===== src/rtl/fifo_sync.sv =====
// Single-clock byte FIFO with enable-gated ports, registered read data and a
// one-cycle valid strobe; full/empty are decoded from the occupancy count.
module fifo_sync #(
  parameter int DATA_WIDTH = 8,
  parameter int DEPTH      = 8
) (
  input  logic                  clk,
  input  logic                  nrst,
  input  logic [DATA_WIDTH-1:0] data_in,
  input  logic                  w_en,
  input  logic                  r_en,
  output logic [DATA_WIDTH-1:0] data_out,
  output logic                  valid,
  output logic                  empty,
  output logic                  full
);

  localparam int AW = $clog2(DEPTH);
  localparam logic [AW:0]   FULL_CNT = (AW+1)'(DEPTH);
  localparam logic [AW:0]   CNT_ONE  = (AW+1)'(1);
  localparam logic [AW-1:0] PTR_ONE  = AW'(1);

  logic [DATA_WIDTH-1:0] mem_r [DEPTH];
  logic [AW-1:0]         wr_ptr_r;
  logic [AW-1:0]         rd_ptr_r;
  logic [AW:0]           count_r;
  logic [DATA_WIDTH-1:0] data_out_r;
  logic                  valid_r;

  logic                  empty_s;
  logic                  full_s;
  logic                  wr_acc_s;
  logic                  rd_acc_s;
  logic [AW-1:0]         wr_ptr_nxt_s;
  logic [AW-1:0]         rd_ptr_nxt_s;
  logic [AW:0]           count_nxt_s;
  logic [DATA_WIDTH-1:0] data_out_nxt_s;
  logic                  valid_nxt_s;

  // Flag decode and port acceptance; full blocks a write even when a read frees a slot.
  always_comb begin
    empty_s  = (count_r == {(AW+1){1'b0}});
    full_s   = (count_r == FULL_CNT);
    wr_acc_s = w_en && !full_s;
    rd_acc_s = r_en && !empty_s;
  end

  // Next-state for pointers, occupancy and the read-data register.
  always_comb begin
    wr_ptr_nxt_s   = wr_ptr_r;
    rd_ptr_nxt_s   = rd_ptr_r;
    count_nxt_s    = count_r;
    data_out_nxt_s = data_out_r;
    valid_nxt_s    = 1'b0;
    if (wr_acc_s) begin
      wr_ptr_nxt_s = wr_ptr_r + PTR_ONE;
    end else begin
      wr_ptr_nxt_s = wr_ptr_r;
    end
    if (rd_acc_s) begin
      rd_ptr_nxt_s   = rd_ptr_r + PTR_ONE;
      data_out_nxt_s = mem_r[rd_ptr_r];
      valid_nxt_s    = 1'b1;
    end else begin
      rd_ptr_nxt_s   = rd_ptr_r;
      data_out_nxt_s = data_out_r;
      valid_nxt_s    = 1'b0;
    end
    case ({wr_acc_s, rd_acc_s})
      2'b10:   count_nxt_s = count_r + CNT_ONE;
      2'b01:   count_nxt_s = count_r - CNT_ONE;
      default: count_nxt_s = count_r;
    endcase
  end

  // Control and output registers with synchronous reset.
  always_ff @(posedge clk) begin
    if (nrst) begin
      wr_ptr_r   <= {AW{1'b0}};
      rd_ptr_r   <= {AW{1'b0}};
      count_r    <= {(AW+1){1'b0}};
      data_out_r <= {DATA_WIDTH{1'b0}};
      valid_r    <= 1'b0;
    end else begin
      wr_ptr_r   <= wr_ptr_nxt_s;
      rd_ptr_r   <= rd_ptr_nxt_s;
      count_r    <= count_nxt_s;
      data_out_r <= data_out_nxt_s;
      valid_r    <= valid_nxt_s;
    end
  end

  // Storage array; contents are deliberately left unreset.
  always_ff @(posedge clk) begin
    if (!nrst && wr_acc_s) begin
      mem_r[wr_ptr_r] <= data_in;
    end
  end

  assign data_out = data_out_r;
  assign valid    = valid_r;
  assign empty    = empty_s;
  assign full     = full_s;

endmodule


===== config.mk =====
export PLATFORM = sky130hd
export DESIGN_NAME = fifo_sync
export DESIGN_NICKNAME = d
export VERILOG_FILES = /design/src/rtl/fifo_sync.sv
export SDC_FILE = /design/constraint.sdc
export NUM_CORES = 1
export LEC_CHECK = 0
export ABC_AREA = 1
export BUFFER_PORTS_ARGS = -buffer_cell sky130_fd_sc_hd__buf_4
export CAP_MARGIN = 15
export CELL_PAD_IN_SITES_DETAIL_PLACEMENT = 2
export CELL_PAD_IN_SITES_GLOBAL_PLACEMENT = 2
export CORE_ASPECT_RATIO = 0.8
export CORE_UTILIZATION = 36
export CTS_CLUSTER_SIZE = 40
export DETAILED_ROUTE_END_ITERATION = 12
export PLACE_DENSITY = 0.7
export SYNTH_ARGS = -nofsm -noshare
export SYNTH_HDL_FRONTEND = slang
export SYNTH_SLANG_ARGS = --single-unit

===== constraint.sdc =====
create_clock -name clk -period 5.6 [get_ports clk]
set_clock_uncertainty 0.05 [all_clocks]
set_input_delay 0.28 -clock clk [delete_from_list [all_inputs] [get_ports clk]]
set_output_delay 0.28 -clock clk [all_outputs]
set_load 0.005 [all_outputs]

==> impl_summary.txt <==
----------------------------------------------------
[Global routing]
  Total global routing overflow ... 0
  Total Routing Usage GR ... 20.7%
  Initial antenna violation count ... 0
  Maximum number of pins on one net before global-route repair ... 35
  Via count of the first global-routing pass ... 2925
  First-pass GRT wire length ... 15.8 mm

[Logic synthesis]
  Instance count of the mapped netlist ... 370
  Area share of the leading cell type in the synthesized netlist ... 53.0%
  Net count after synthesis ... 388
  Sequential-to-total area share from yosys stat ... 63.5%
  Most common cell in the netlist ... sky130_fd_sc_hd__nand2_1
  Synth Warn # ... 0
  Number of enable-type register cells in the synthesized netlist ... 64
  Synth Flop Type ... sky130_fd_sc_hd__edfxtp_1
  Biggest area contributors in the synthesized netlist ... sky130_fd_sc_hd__edfxtp_1 53%, sky130_fd_sc_hd__nand2_1 11%, sky130_fd_sc_hd__dfxtp_1 10%
  Mean post-synth cell area ... 9.80 um^2
  Number of distinct library cells after synthesis ... 24
  Synth area leader ... sky130_fd_sc_hd__edfxtp_1
  Count of state elements after synthesis ... 83
  Summed instance area of the synthesized netlist ... 3630 um^2
  Top cells by count, synth ... 104 x sky130_fd_sc_hd__nand2_1, 64 x sky130_fd_sc_hd__edfxtp_1, 64 x sky130_fd_sc_hd__inv_1
  Synth async-reset ratio ... 0%

[Power and ir drop]
  Clk network pwr share ... 29.1%
  Share of total power consumed by net switching ... 33.9%
  Fraction of power consumed by sequential logic ... 44.7%
  NetSw ... 609 uW
  Worst vdd rail ir drop ... 174 uV
  Gate power share ... 26.2%
  Power Density ... 432 nW/um^2
  Internal Dissipation ... 1190 uW
  Leakage Power ... 0.00178 uW

[STA]
  Unrepaired setup endpoints after global routing ... no
  Endpoints failing hold ... 0
  Setup WS post-layout ... 3190 ps
  Setup TNS Final ... 0 ps
  Setup-violating endpoint count in the final report ... 0
  Final period demand of the worst path ... 2410 ps
  Final period util ... 43.1%
  Maximum clock frequency ... 414 MHz
  Final max-slew violation count ... 0
  Max transition margin ... 29.1%
  Measured slew at the worst slew-check pin ... 1060 ps

[Outcome]
  Run status ... complete, no violations

[Final layout]
  Antenna diode instance count ... 0
  Final-stage net count ... 413
  Fraction of final layout cells sized beyond drive strength 1 ... 11.5%
  Final instance area ... 4150 um^2
  Final cell utilization of the core ... 42.6%
  Non-filler instance count after layout ... 536
  Layout Area Growth over Synthesis ... 14.4%
  Filler cell count ... 1079

[Setup path]
  Type of destination of the critical path ... flop
  Worst Reg2Reg Path Length in Cells ... 12
  Critical Path AT ... 2640 ps
  Data required time of the worst path ... 5820 ps
  Setup slack of the most critical reg-to-reg path ... 3190 ps
  Worst reg2reg startpoint ... count_r[0]$_SDFFE_PP0P_
  Critical register-to-register path endpoint ... count_r[3]$_SDFFE_PP0P_
  Highest net fanout along the worst path ... 16
  Crit Path Category ... reg -> reg
  Startpoint types ... flop

[Clock network]
  TritonCTS clock tree ... done
  Clock Sink Count ... 83
  Total setup buffers inserted after CTS ... 0
  Cts-stage hold buffer count ... 0
  Post-cts repair resize count ... 0
  Clock root buffer ... sky130_fd_sc_hd__clkbuf_16
  Clock transition at the register clock pins on the worst setup and hold paths after CTS ... 60 ps
  Insertion delay of the later-clocked pin in the worst-skew pair ... 340 ps
  Number of CTS-inserted buffers ... 9
  Max Buffers Root-to-Sink ... 2
  H-tree level count ... 3

[Worst hold path]
  Min-Delay Path Class ... in -> reg
  Hold path depth ... 1
  Launch point of the worst hold path ... data_in[4]
  Min-Delay Endpoint ... mem_r[4][4]$_DFFE_PP_

[Place]
  Final HPWL DP ... 6.60 mm
  Port buffer count ... 22
  Placement Cell Area ... 3890 um^2
  DP Worst Slack ... 3170 ps
  Cell count after placement ... 520
  GPL Wtd Cong ... 0.771

[Routing]
  Total Routed Length ... 9.73 mm
  DRC Markers ... 0
  First-pass iteration count of the detailed router ... 4
  Final antenna-violating net count ... 0
  Via Count ... 2592
  Routed WL per cell ... 18.2 um
  DRC marker count from the first detailed-route iteration ... 108
  Average via count per standard cell ... 4.84

[Floorplanning]
  Core outline area ... 9730 um^2
  Die extent in x ... 114 um
  Die Footprint ... 10500 um^2
  Die Height ... 91.8 um
  Top-Level Pins ... 23
  Starting utilization of the core area ... 37.3%
  Total number of placement rows ... 32

[Job]
  Number of violations of the max-capacitance limit ... 0

----------------------------------------------------
-- routing by layer --
layer | up-vias | share of wire, % | global-route usage (%)
met1 | 1284 | 44 | 24.6
li1 | 1246 | - | -
met2 | 46 | 50 | 36.3
met4 | 0 | 1.9 | 8.23
met5 | - | 0 | 0
met3 | 16 | 3.1 | 4.63
-- cells by family after synthesis --
family | after synthesis | synth area share, %
AO/OA/AOI/OAI | 25 | 3.45
flip-flops | 83 | 63.5
XOR/XNOR | 1 | 0.242
buffers and inverters | 81 | 10.1
AND/OR/NAND/NOR | 174 | 20.5
adder cells (fa/ha/maj) | 6 | 2.28
-- worst max path at each step --
stage               slack, ps                      end                     from  cells after the start
floorplan                3680  count_r[3]$_SDFFE_PP0P_  count_r[0]$_SDFFE_PP0P_                     12
global placement         3290  count_r[3]$_SDFFE_PP0P_  count_r[0]$_SDFFE_PP0P_                     12
detailed placement       3170  count_r[3]$_SDFFE_PP0P_  count_r[0]$_SDFFE_PP0P_                     12
CTS                      3160  count_r[3]$_SDFFE_PP0P_  count_r[0]$_SDFFE_PP0P_                     12
global route             3000  count_r[3]$_SDFFE_PP0P_  count_r[1]$_SDFFE_PP0P_                     12
finish                   3190  count_r[3]$_SDFFE_PP0P_  count_r[0]$_SDFFE_PP0P_                     12
-- through the flow --
stage / hold slack (ps) / total power, uW
after floorplan: 329 / 1130
after global placement: 411 / 1270
after detailed placement: 419 / 1300
after CTS: 121 / 1820
after global routing: 125 / 1910
final: 133 / 1790
-- critical path: stages (launching register included) --
cell and delay (ps):
sky130_fd_sc_hd__dfxtp_1 330, sky130_fd_sc_hd__nor2_2 160, sky130_fd_sc_hd__nand3_2 100, sky130_fd_sc_hd__nand2_2 260
sky130_fd_sc_hd__inv_2 170, sky130_fd_sc_hd__ha_1 270, sky130_fd_sc_hd__ha_1 330, sky130_fd_sc_hd__or2_2 310
sky130_fd_sc_hd__nand2_1 80, sky130_fd_sc_hd__nand3_1 60, sky130_fd_sc_hd__nand2_1 60, sky130_fd_sc_hd__nand2_1 50
sky130_fd_sc_hd__a21oi_1 110
-- registers in the layout, summed over array words and instances (netlist names) --
name      count
rd_ptr_r      3
data_out      8
mem_r        64
valid         1
wr_ptr_r      3
count_r       4
-- power by group through the flow --
stage	registers, uW	logic (uW)	clock network (uW)
detailed placement	818	478	0
finish	802	470	522
CTS	805	484	535
floorplan	759	368	0
global route	812	539	560
global placement	813	462	0
-- cell usage in the layout, fill, tap and decap left out --
cell / n
sky130_fd_sc_hd__a21oi_1: 16
sky130_fd_sc_hd__clkbuf_16: 9
sky130_fd_sc_hd__edfxtp_1: 64
sky130_fd_sc_hd__fa_1: 1
sky130_fd_sc_hd__clkbuf_1: 3
sky130_fd_sc_hd__and3_1: 1
sky130_fd_sc_hd__o21ai_0: 9
sky130_fd_sc_hd__or2_2: 1
sky130_fd_sc_hd__nand3_2: 1
sky130_fd_sc_hd__inv_6: 1
sky130_fd_sc_hd__clkinv_1: 3
sky130_fd_sc_hd__inv_2: 2
sky130_fd_sc_hd__dfxtp_2: 1
sky130_fd_sc_hd__nand2_1: 104
sky130_fd_sc_hd__buf_4: 27
sky130_fd_sc_hd__xnor2_1: 1
sky130_fd_sc_hd__ha_1: 5
sky130_fd_sc_hd__clkinv_2: 2
sky130_fd_sc_hd__nor2_2: 1
sky130_fd_sc_hd__inv_1: 64
sky130_fd_sc_hd__nand3_1: 53
sky130_fd_sc_hd__nor3_1: 5
sky130_fd_sc_hd__nor2_1: 7
sky130_fd_sc_hd__nand2_2: 1
sky130_fd_sc_hd__dfxtp_1: 18
-- layout make-up --
| type | count | area, um^2 | area share, % |
|---|---|---|---|
| Sequential cell | 83 | 2300 | 55.5 |
| Timing Repair Buffer | 27 | 203 | 4.89 |
| Clock buffer | 12 | 236 | 5.70 |
| Tap cell | 136 | 170 | 4.10 |
| Multi-Input combinational cell | 206 | 958 | 23.1 |
| Inverter | 68 | 260 | 6.27 |
| Clock inverter | 4 | 17.5 | 0.422 |
Note: power is estimated with default switching activity, not from simulation.
